===== src/rtl/ghost_nav_ctrl.sv =====
// Ghost navigation: position register, step-rate divider, LFSR and turn FSM (MOVE/TURN/SETTLE).
// Optional frightened behaviour (flee + half speed) is built when GHOST_FRIGHT_EN is defined.
module ghost_nav_ctrl #(
    parameter int          X_W        = 10,
    parameter int          Y_W        = 9,
    parameter int          X_START    = 200,
    parameter int          Y_START    = 146,
    parameter int          X_MIN      = 0,
    parameter int          X_MAX      = 639,
    parameter int          Y_MIN      = 0,
    parameter int          Y_MAX      = 479,
    parameter int          STEP_DIV   = 131072,
    parameter int          MODE_STEPS = 256,
    parameter logic [15:0] LFSR_SEED  = 16'hACE1
) (
    input  logic           clk,
    input  logic           rst,
    input  logic           enable,
    input  logic           blocked,
    input  logic [X_W-1:0] pac_x,
    input  logic [Y_W-1:0] pac_y,
    input  logic           fright,
    output logic [X_W-1:0] x,
    output logic [Y_W-1:0] y,
    output logic [1:0]     direction,
    output logic [1:0]     next_dir,
    output logic           mode,
    output logic           step_pulse
);
    localparam int          DIV_W  = $clog2(STEP_DIV);
    localparam int          MODE_W = $clog2(MODE_STEPS + 1);
    localparam int          AW     = (X_W > Y_W) ? X_W + 1 : Y_W + 1;
    localparam logic [15:0] SEED   = (LFSR_SEED == 16'h0000) ? 16'h0001 : LFSR_SEED;

    typedef enum logic [1:0] {S_MOVE, S_TURN, S_SETTLE} state_t;

    state_t            state_q;
    logic [X_W-1:0]    x_q;
    logic [Y_W-1:0]    y_q;
    logic [1:0]        dir_q, nd_q;
    logic              mode_q, mode_d;
    logic              step_q, step_d;
    logic [DIV_W-1:0]  div_q, div_d;
    logic [MODE_W-1:0] mcnt_q, mcnt_d;
    logic [15:0]       lfsr_q, lfsr_d;

    logic              tick, move_tick, mode_tick, flee;
    logic              edge_hit, stop;
    logic [1:0]        rnd, rule_dir, chase_dir, c0, c1, cand;
    logic              rule_valid;
    logic signed [X_W:0] dx;
    logic signed [Y_W:0] dy;
    logic [X_W:0]      ax;
    logic [Y_W:0]      ay;

    assign tick = step_q & enable;

`ifdef GHOST_FRIGHT_EN
    logic half_q;

    // Frightened ghosts move on every second tick and hold their mode phase.
    always_ff @(posedge clk) begin
        if (rst || !fright) half_q <= 1'b0;
        else if (tick)      half_q <= ~half_q;
    end

    assign flee      = fright;
    assign move_tick = tick & (~fright | half_q);
    assign mode_tick = tick & ~fright;
`else
    logic unused_fright;
    assign unused_fright = fright;
    assign flee      = 1'b0;
    assign move_tick = tick;
    assign mode_tick = tick;
`endif

    assign rnd = lfsr_q[1:0];

    always_comb begin
        div_d  = (div_q == DIV_W'(STEP_DIV - 1)) ? '0 : div_q + DIV_W'(1);
        step_d = (div_q == DIV_W'(STEP_DIV - 1));
        lfsr_d = {1'b0, lfsr_q[15:1]} ^ (lfsr_q[0] ? 16'hB400 : 16'h0000);
        mcnt_d = mcnt_q;
        mode_d = mode_q;
        if (mode_tick) begin
            if (mcnt_q == MODE_W'(MODE_STEPS - 1)) begin
                mcnt_d = '0;
                mode_d = ~mode_q;
            end else begin
                mcnt_d = mcnt_q + MODE_W'(1);
            end
        end
    end

    always_comb begin
        edge_hit = ((dir_q == 2'b00) && (y_q == Y_W'(Y_MIN))) ||
                   ((dir_q == 2'b01) && (y_q == Y_W'(Y_MAX))) ||
                   ((dir_q == 2'b10) && (x_q == X_W'(X_MIN))) ||
                   ((dir_q == 2'b11) && (x_q == X_W'(X_MAX)));
        stop = blocked | edge_hit;
    end

    // Chase: dominant axis toward the player, ties go to x; no offset falls back to rnd.
    always_comb begin
        dx = $signed({1'b0, pac_x}) - $signed({1'b0, x_q});
        dy = $signed({1'b0, pac_y}) - $signed({1'b0, y_q});
        ax = dx[X_W] ? (~dx + 1'b1) : dx;
        ay = dy[Y_W] ? (~dy + 1'b1) : dy;
        rule_dir   = 2'b00;
        rule_valid = 1'b0;
        if ((AW'(ax) >= AW'(ay)) && (dx != '0)) begin
            rule_dir   = dx[X_W] ? 2'b10 : 2'b11;
            rule_valid = 1'b1;
        end else if (dy != '0) begin
            rule_dir   = dy[Y_W] ? 2'b00 : 2'b01;
            rule_valid = 1'b1;
        end
        chase_dir = rule_valid ? (rule_dir ^ {1'b0, flee}) : rnd;
        c0   = mode_q ? chase_dir : rnd;
        c1   = (c0 == dir_q) ? rnd : c0;
        cand = (c1 == dir_q) ? (dir_q ^ 2'b01) : c1;
    end

    always_ff @(posedge clk) begin
        if (rst) begin
            state_q <= S_MOVE;
            x_q     <= X_W'(X_START);
            y_q     <= Y_W'(Y_START);
            dir_q   <= 2'b00;
            nd_q    <= 2'b00;
            mode_q  <= 1'b0;
            step_q  <= 1'b0;
            div_q   <= '0;
            mcnt_q  <= '0;
            lfsr_q  <= SEED;
        end else begin
            div_q  <= div_d;
            step_q <= step_d;
            lfsr_q <= lfsr_d;
            mcnt_q <= mcnt_d;
            mode_q <= mode_d;
            case (state_q)
                S_MOVE: begin
                    if (move_tick) begin
                        if (stop) begin
                            state_q <= S_TURN;
                        end else begin
                            case (dir_q)
                                2'b00:   y_q <= y_q - Y_W'(1);
                                2'b01:   y_q <= y_q + Y_W'(1);
                                2'b10:   x_q <= x_q - X_W'(1);
                                default: x_q <= x_q + X_W'(1);
                            endcase
                        end
                    end
                end
                S_TURN: begin
                    dir_q   <= cand;
                    nd_q    <= cand;
                    state_q <= S_SETTLE;
                end
                S_SETTLE: state_q <= S_MOVE;
                default:  state_q <= S_MOVE;
            endcase
        end
    end

    assign x          = x_q;
    assign y          = y_q;
    assign direction  = dir_q;
    assign next_dir   = nd_q;
    assign mode       = mode_q;
    assign step_pulse = step_q;
endmodule

===== config.mk =====
export PLATFORM = sky130hd
export DESIGN_NAME = ghost_nav_ctrl
export DESIGN_NICKNAME = d
export VERILOG_FILES = /design/src/rtl/ghost_nav_ctrl.sv
export SDC_FILE = /design/constraint.sdc
export NUM_CORES = 1
export LEC_CHECK = 0
export BUFFER_PORTS_ARGS = -buffer_cell sky130_fd_sc_hd__buf_2
export CAP_MARGIN = 20
export CORE_ASPECT_RATIO = 2
export CORE_MARGIN = 4
export CORE_UTILIZATION = 51
export DETAILED_ROUTE_END_ITERATION = 10
export PLACE_DENSITY = 0.7
export SYNTH_ARGS = -nofsm -noshare
export SYNTH_HDL_FRONTEND = slang
export SYNTH_SLANG_ARGS = --single-unit

===== constraint.sdc =====
create_clock -name clk -period 7.7 [get_ports clk]
set_input_delay 1.925 -clock clk [delete_from_list [all_inputs] [get_ports clk]]
set_output_delay 1.925 -clock clk [all_outputs]
set_load 0.01 [all_outputs]

# [Word level (Yosys, flattened, before mapping)]
# Index checks and enable logic that the tools add are counted.
[totals] input_bits=24 output_inout_bits=25 register_bits=67
[op_classes] reduce_logical=22 n_eq_ne=12 muxes=19 bitwise_logic=10 addsub=10 magnitude_cmp=1
[ops] op="10-bit by 1-bit adder with 10-bit output (second input constant)" count=2
[ops] op="10-bit one-hot mux with 2 select lines" count=1
[ops] op="9-bit by 1-bit adder with 9-bit output (second input constant)" count=2
[ops] op="9-bit one-hot mux with 2 select lines" count=1
[ops] op="17-bit by 1-bit adder with 17-bit output (second input constant)" count=1
[ops] op="17-bit == test (second input constant)" count=1
[ops] op="16-bit 2-to-1 mux" count=1
[ops] op="15-bit by 16-bit XOR with 16-bit output" count=1
[ops] op="2-bit 2-to-1 mux" count=7
[ops] op="11-bit by 1-bit adder with 11-bit output (second input constant)" count=1
[ops] op="11-bit by 10-bit greater-or-equal comparator with 1-bit output" count=1
[ops] op="11-bit 2-to-1 mux" count=1
[ops] op="11-bit inverter" count=1
[ops] op="11-bit nonzero test" count=1
[ops] op="10-bit by 10-bit subtractor with 11-bit output" count=1
[ops] op="10-bit == test (second input constant)" count=1
[ops] op="10-bit zero test" count=1
[ops] op="10-bit 2-to-1 mux" count=1
[ops] op="10-bit inverter" count=1
[ops] op="10-bit nonzero test" count=1
[ops] op="10-bit by 1-bit subtractor with 10-bit output (second input constant)" count=1
[ops] op="9-bit by 9-bit subtractor with 10-bit output" count=1
[ops] op="9-bit by 8-bit == test with 1-bit output (second input constant)" count=1
[ops] op="9-bit == test (second input constant)" count=1
[ops] op="other kinds (19)" count=42

# [Depth between registers and ports, before layout]
[depth] depth_word=14 depth_mapped=20 mapped_depth_nobuf=20

# [Least setup slack after synthesis]
# OpenSTA, ideal clock, no wires.
[synth_path] path_kind="in2reg" startpoint="input pac_x[0]" endpoint="register nd_q[1] (netlist: next_dir[1])" arrival_ns=5.856 path_buffers=0 required_time_ns=7.612 setup_slack_ns=1.756 setup_time_ns=0.088 path_stages=20 path_cell_list="inv_1 > ha_1 > inv_1 > fa_1 > a21oi_1 > o2111ai_1 > a31o_1 > a21oi_1 > o31ai_1 > xnor2_1 > ha_1 > a21o_1 > a21o_1 > a211oi_1 > o21ai_0 > a22oi_1 > o221ai_1 > a21oi_2 > mux2_4 > o32ai_2"
[synth_between] elab_chain_len=14 word_cells_on_any_way=18
[synth_lines] element="start: declaration" line_no="20" source="input logic [X_W-1:0] pac_x,"
[synth_lines] element="10-bit by 10-bit subtractor with 11-bit output *" line_no="106" source="dx = $signed({1'b0, pac_x}) - $signed({1'b0, x_q});"
[synth_lines] element="11-bit inverter" line_no="108" source="ax = dx[X_W] ? (~dx + 1'b1) : dx;"
[synth_lines] element="11-bit by 1-bit adder with 11-bit output" line_no="108"
[synth_lines] element="11-bit 2-to-1 mux" line_no="108"
[synth_lines] element="11-bit by 10-bit greater-or-equal comparator with 1-bit output" line_no="112" source="if ((AW'(ax) >= AW'(ay)) && (dx != '0)) begin"
[synth_lines] element="1-bit logical AND" line_no="112"
[synth_lines] element="2-bit 2-to-1 mux / 1-bit 2-to-1 mux (equally long branches)" line_no="112"
[synth_lines] element="2-bit 2-to-1 mux *" line_no="119" source="chase_dir = rule_valid ? (rule_dir ^ {1'b0, flee}) : rnd;"
[synth_lines] element="2-bit 2-to-1 mux *" line_no="120" source="c0 = mode_q ? chase_dir : rnd;"
[synth_lines] element="2-bit == test" line_no="121" source="c1 = (c0 == dir_q) ? rnd : c0;"
[synth_lines] element="2-bit 2-to-1 mux *" line_no="121"
[synth_lines] element="2-bit == test" line_no="122" source="cand = (c1 == dir_q) ? (dir_q ^ 2'b01) : c1;"
[synth_lines] element="1-bit inverter (no source line)"
[synth_lines] element="2-bit AND reduction (no source line)"
[synth_lines] element="end signal: assignment" line_no="160" source="nd_q <= cand;"
[synth_lines] element="end: declaration" line_no="40" source="logic [1:0] dir_q, nd_q;"
# Every way passes the cells marked *; elsewhere a longest branch is shown, timed or not. The select of a mux whose other input is x is not followed.
# A chain may end at the register's enable or synchronous reset.

# [Worst setup path in the final report]
[layout_path] startpoint="input pac_x[0]" endpoint="register nd_q[0] (netlist: next_dir[0])"
[layout_between] elab_chain_len=13 word_cells_on_any_way=16
[layout_lines] element="10-bit by 10-bit subtractor with 11-bit output *" line_no="106"
[layout_lines] element="11-bit inverter" line_no="108"
[layout_lines] element="11-bit by 1-bit adder with 11-bit output" line_no="108"
[layout_lines] element="11-bit 2-to-1 mux" line_no="108"
[layout_lines] element="11-bit by 10-bit greater-or-equal comparator with 1-bit output" line_no="112"
[layout_lines] element="1-bit logical AND" line_no="112"
[layout_lines] element="2-bit 2-to-1 mux / 1-bit 2-to-1 mux (equally long branches)" line_no="112"
[layout_lines] element="2-bit 2-to-1 mux *" line_no="119"
[layout_lines] element="2-bit 2-to-1 mux *" line_no="120"
[layout_lines] element="2-bit == test" line_no="121"
[layout_lines] element="2-bit 2-to-1 mux *" line_no="121"
[layout_lines] element="2-bit == test" line_no="122"
[layout_lines] element="2-bit 2-to-1 mux *" line_no="122"
# Marked as above.

==> metrics.txt <==
status=finished clean; total number of vias=4459; Iteration-0 DRC Markers=120; worst reg2reg path depth=19; H-Tree Depth=3; crit share post-route=82.8%; chip width=78.5 um; RSZ-0062 raised after global routing=false; Reg clk slew, reported paths=0.05 ns; critical path cell sequence=buf_2 > inv_1 > ha_1 > inv_1 > fa_1 > a21oi_1 > o2111ai_1 > a31o_1 > a21oi_1 > o31ai_1 > xnor2_1 > ha_1 > a21o_1 > a21o_1 > a211oi_1 > o21ai_0 > a22oi_1 > mux2i_1 > or2_2 > a221oi_1 > a311oi_1; PortBufs=47; non-filler instance count after layout=792; Die ar.=11700 um2; pwr/cell area=155 nW/um2; Rows=51; Worst slew margin=43.3%; Lkg Pwr=2.39 nW; WP data arrival=6.54 ns; DRC=0; HP Start=lfsr_q[6]; vias in the first global route=4507; detailed placement HPWL=9.15 mm; Synth cell types=78; reg-to-reg slack, setup=2.55 ns; Initial Utilization=52.3%; DIE HEIGHT=149 um; fmax=0.157 GHz; post-route ant nets=0; cell taking the most area after synthesis=dfxtp_1; synth top area cells=dfxtp_1 (26%), ha_1 (12%), xnor2_1 (5.9%); global-route wire length before repair=19.7 mm; crit start category=input pin; post-layout min period=6.37 ns; final net count=733; cell area after synthesis=5070 um2; dpl cells=777; Final Max Slew Viols=0; first-pass detailed-route iteration total=4; I/O Pins=49; post-synthesis register bit count=67; TritonCTS clock tree=built; Peak supply drop=0.147 mV; GPL Wtd Cong=0.893; routed wire length=11.6 mm; final hold viol count=0; largest net degree at the start of global routing=51; Worst Skew=0.00678 ns; Worst Setup Path Type=in -> reg; CTS sink count=67; HP Class=reg -> reg; diodes inserted=0; synthesized instance count=618; CP Capture Type=register; max_cap viols=0; Core Region=9700 um2; worst r2r src=x[0]; required time worst endpoint=7.86 ns; Filler cells=941; CTS resizes=0; Avg Cell Area, Syn=8.20 um2; crit-path max FO=8; Worst-Skew Late Latency=0.33 ns; number of buffers added for setup after CTS=0; initial antenna violation count=0; final core utilization=58.0%; Async S/R FF share, synth=0%; RR Endpoint=next_dir[0]; Hold Buf Count CTS=0; Crit-path slowest cell=a21oi_1; Via density=5.63; layout cell share with drive strength beyond 1=14.1%; Tot GR Track Use=20.8%; Worst-Margin Slew=0.850 ns; Setup Viol. Count Final=0; number of flops mapped to enable cells by yosys=0; Syn Nets=695; final setup TNS=0 ns; Crit path largest cell delay=0.44 ns; GR Overflow Total=0; largest delay contributor family on the critical path=compound AO/OA/AOI/OAI gates; P&R area growth vs syn=11.1%; root buffer cell=clkbuf_16; Most used DFF post-synth=dfxtp_1; average wire per standard cell=14.6 um; WHS Path Cells=1; CTS max path bufs=2; Inserted Clock Buffers=9; top cell type's share of synthesized area=26.5%; Buf+Inv Stages, Crit Path=3; synth warn=0; Hold Path End=lfsr_q[5]; Seq/Total Area, Yosys=26.5%
## metal layers
layer | track usage (%) | routed length (um)
met1 | 20.4 | 4320
met2 | 40.9 | 6600
met3 | 2.72 | 215
met4 | 10.9 | 440
met5 | 0 | 0
## cell families after synthesis
family                     Yosys count  share of synthesized area (%)
and+or+nand+nor                    235                           23.4
xor gates and xnor gates            54                           9.48
buffers and inverters               63                           5.55
muxes                                5                           1.14
DFF                                 67                           26.5
adders and majority gates           53                           13.7
AOI/OAI and AO/OA                  141                           20.3
## worst max-delay path by stage
| stage | to | start | slack [ns] | cells past startpoint |
|---|---|---|---|---|
| 4_1_cts | next_dir[0] | pac_x[0] | 1.40 | 21 |
| 3_3_place_gp | next_dir[0] | pac_x[0] | 1.22 | 21 |
| 5_1_grt | next_dir[0] | pac_x[0] | 1.0 | 21 |
| 6_report | next_dir[0] | pac_x[0] | 1.33 | 21 |
| 3_5_place_dp | next_dir[0] | pac_x[0] | 1.07 | 21 |
| 2_1_floorplan | next_dir[1] | pac_x[0] | 1.76 | 20 |
## cells in the mapped netlist (11+ instances only)
library cell and count:
nor2_1 70, o21ai_0 21, xnor2_1 34, ha_1 49, nand3_1 14, a21o_1 11
xor2_1 19, nand2_1 47, clkbuf_1 14, nand2b_1 11, a21oi_1 30, inv_1 43
dfxtp_1 67, nor2b_1 18
## power breakdown
group	total, mW	switching (mW)	internal (mW)	leakage (nW)
Combinational	0.133	0.0748	0.0584	1.71
Clock	0.379	0.138	0.241	0.141
Sequential	0.358	0.00356	0.354	0.545
Total	0.870	0.216	0.654	2.39
## sequential cells by signal, indices dropped and copies added (netlist names)
register and count:
div_q 17, lfsr_q 16, mcnt_q 9, mode 1, next_dir 2, state_q 2, step_pulse 1, x 10
y 9
## metrics by stage
stage                     area, um2  power, mW  hold WS (ns)  setup slack [ns]
after floorplan                5070      0.470         0.389              1.76
after global placement         5350      0.492         0.396              1.22
after detailed placement       5350      0.497         0.394              1.07
after CTS                      5630      0.878         0.410              1.40
after global routing           5630      0.913         0.421             0.997
final                          5630      0.870         0.406              1.33
## worst reg2reg max path: stages, from the launching register on
cell and delay, ns:
dfxtp_1 0.45, ha_1 0.23, inv_1 0.06, fa_1 0.43, a21oi_1 0.23, o2111ai_1 0.24, a31o_1 0.29, a21oi_1 0.44
o31ai_1 0.17, xnor2_1 0.29, ha_1 0.30, a21o_1 0.18, a21o_1 0.17, a211oi_1 0.21, o21ai_0 0.15, a22oi_1 0.23
mux2i_1 0.17, or2_2 0.35, a221oi_1 0.27, a311oi_1 0.13
## layout make-up
class                   instances  area [um2]  area share, %
multi-input cells             488        3450           61.2
flip-flops and latches         67        1340           23.8
clock buffers                  13         270           4.80
repair buffers                 47         235           4.18
well taps                     132         165           2.93
inverters                      43         161           2.87
clock inverters                 2        10.0          0.178
## layout by cell type, fill, tap and decap left out, types with 6 or more instances in the layout
cell type	n
or3_1	9
inv_1	43
a31oi_1	8
a21oi_1	30
dfxtp_1	67
nand2b_1	11
a21o_1	11
a211oi_1	6
or2_2	10
o21ai_0	21
o21a_1	9
xor2_1	19
clkbuf_16	9
nor2_1	70
nand4_1	10
nand3_1	14
nor2b_1	18
nand2_1	47
nor4_1	10
ha_1	49
buf_2	47
nor3_1	10
xnor2_1	34
Power figures use the tool's default switching activity.
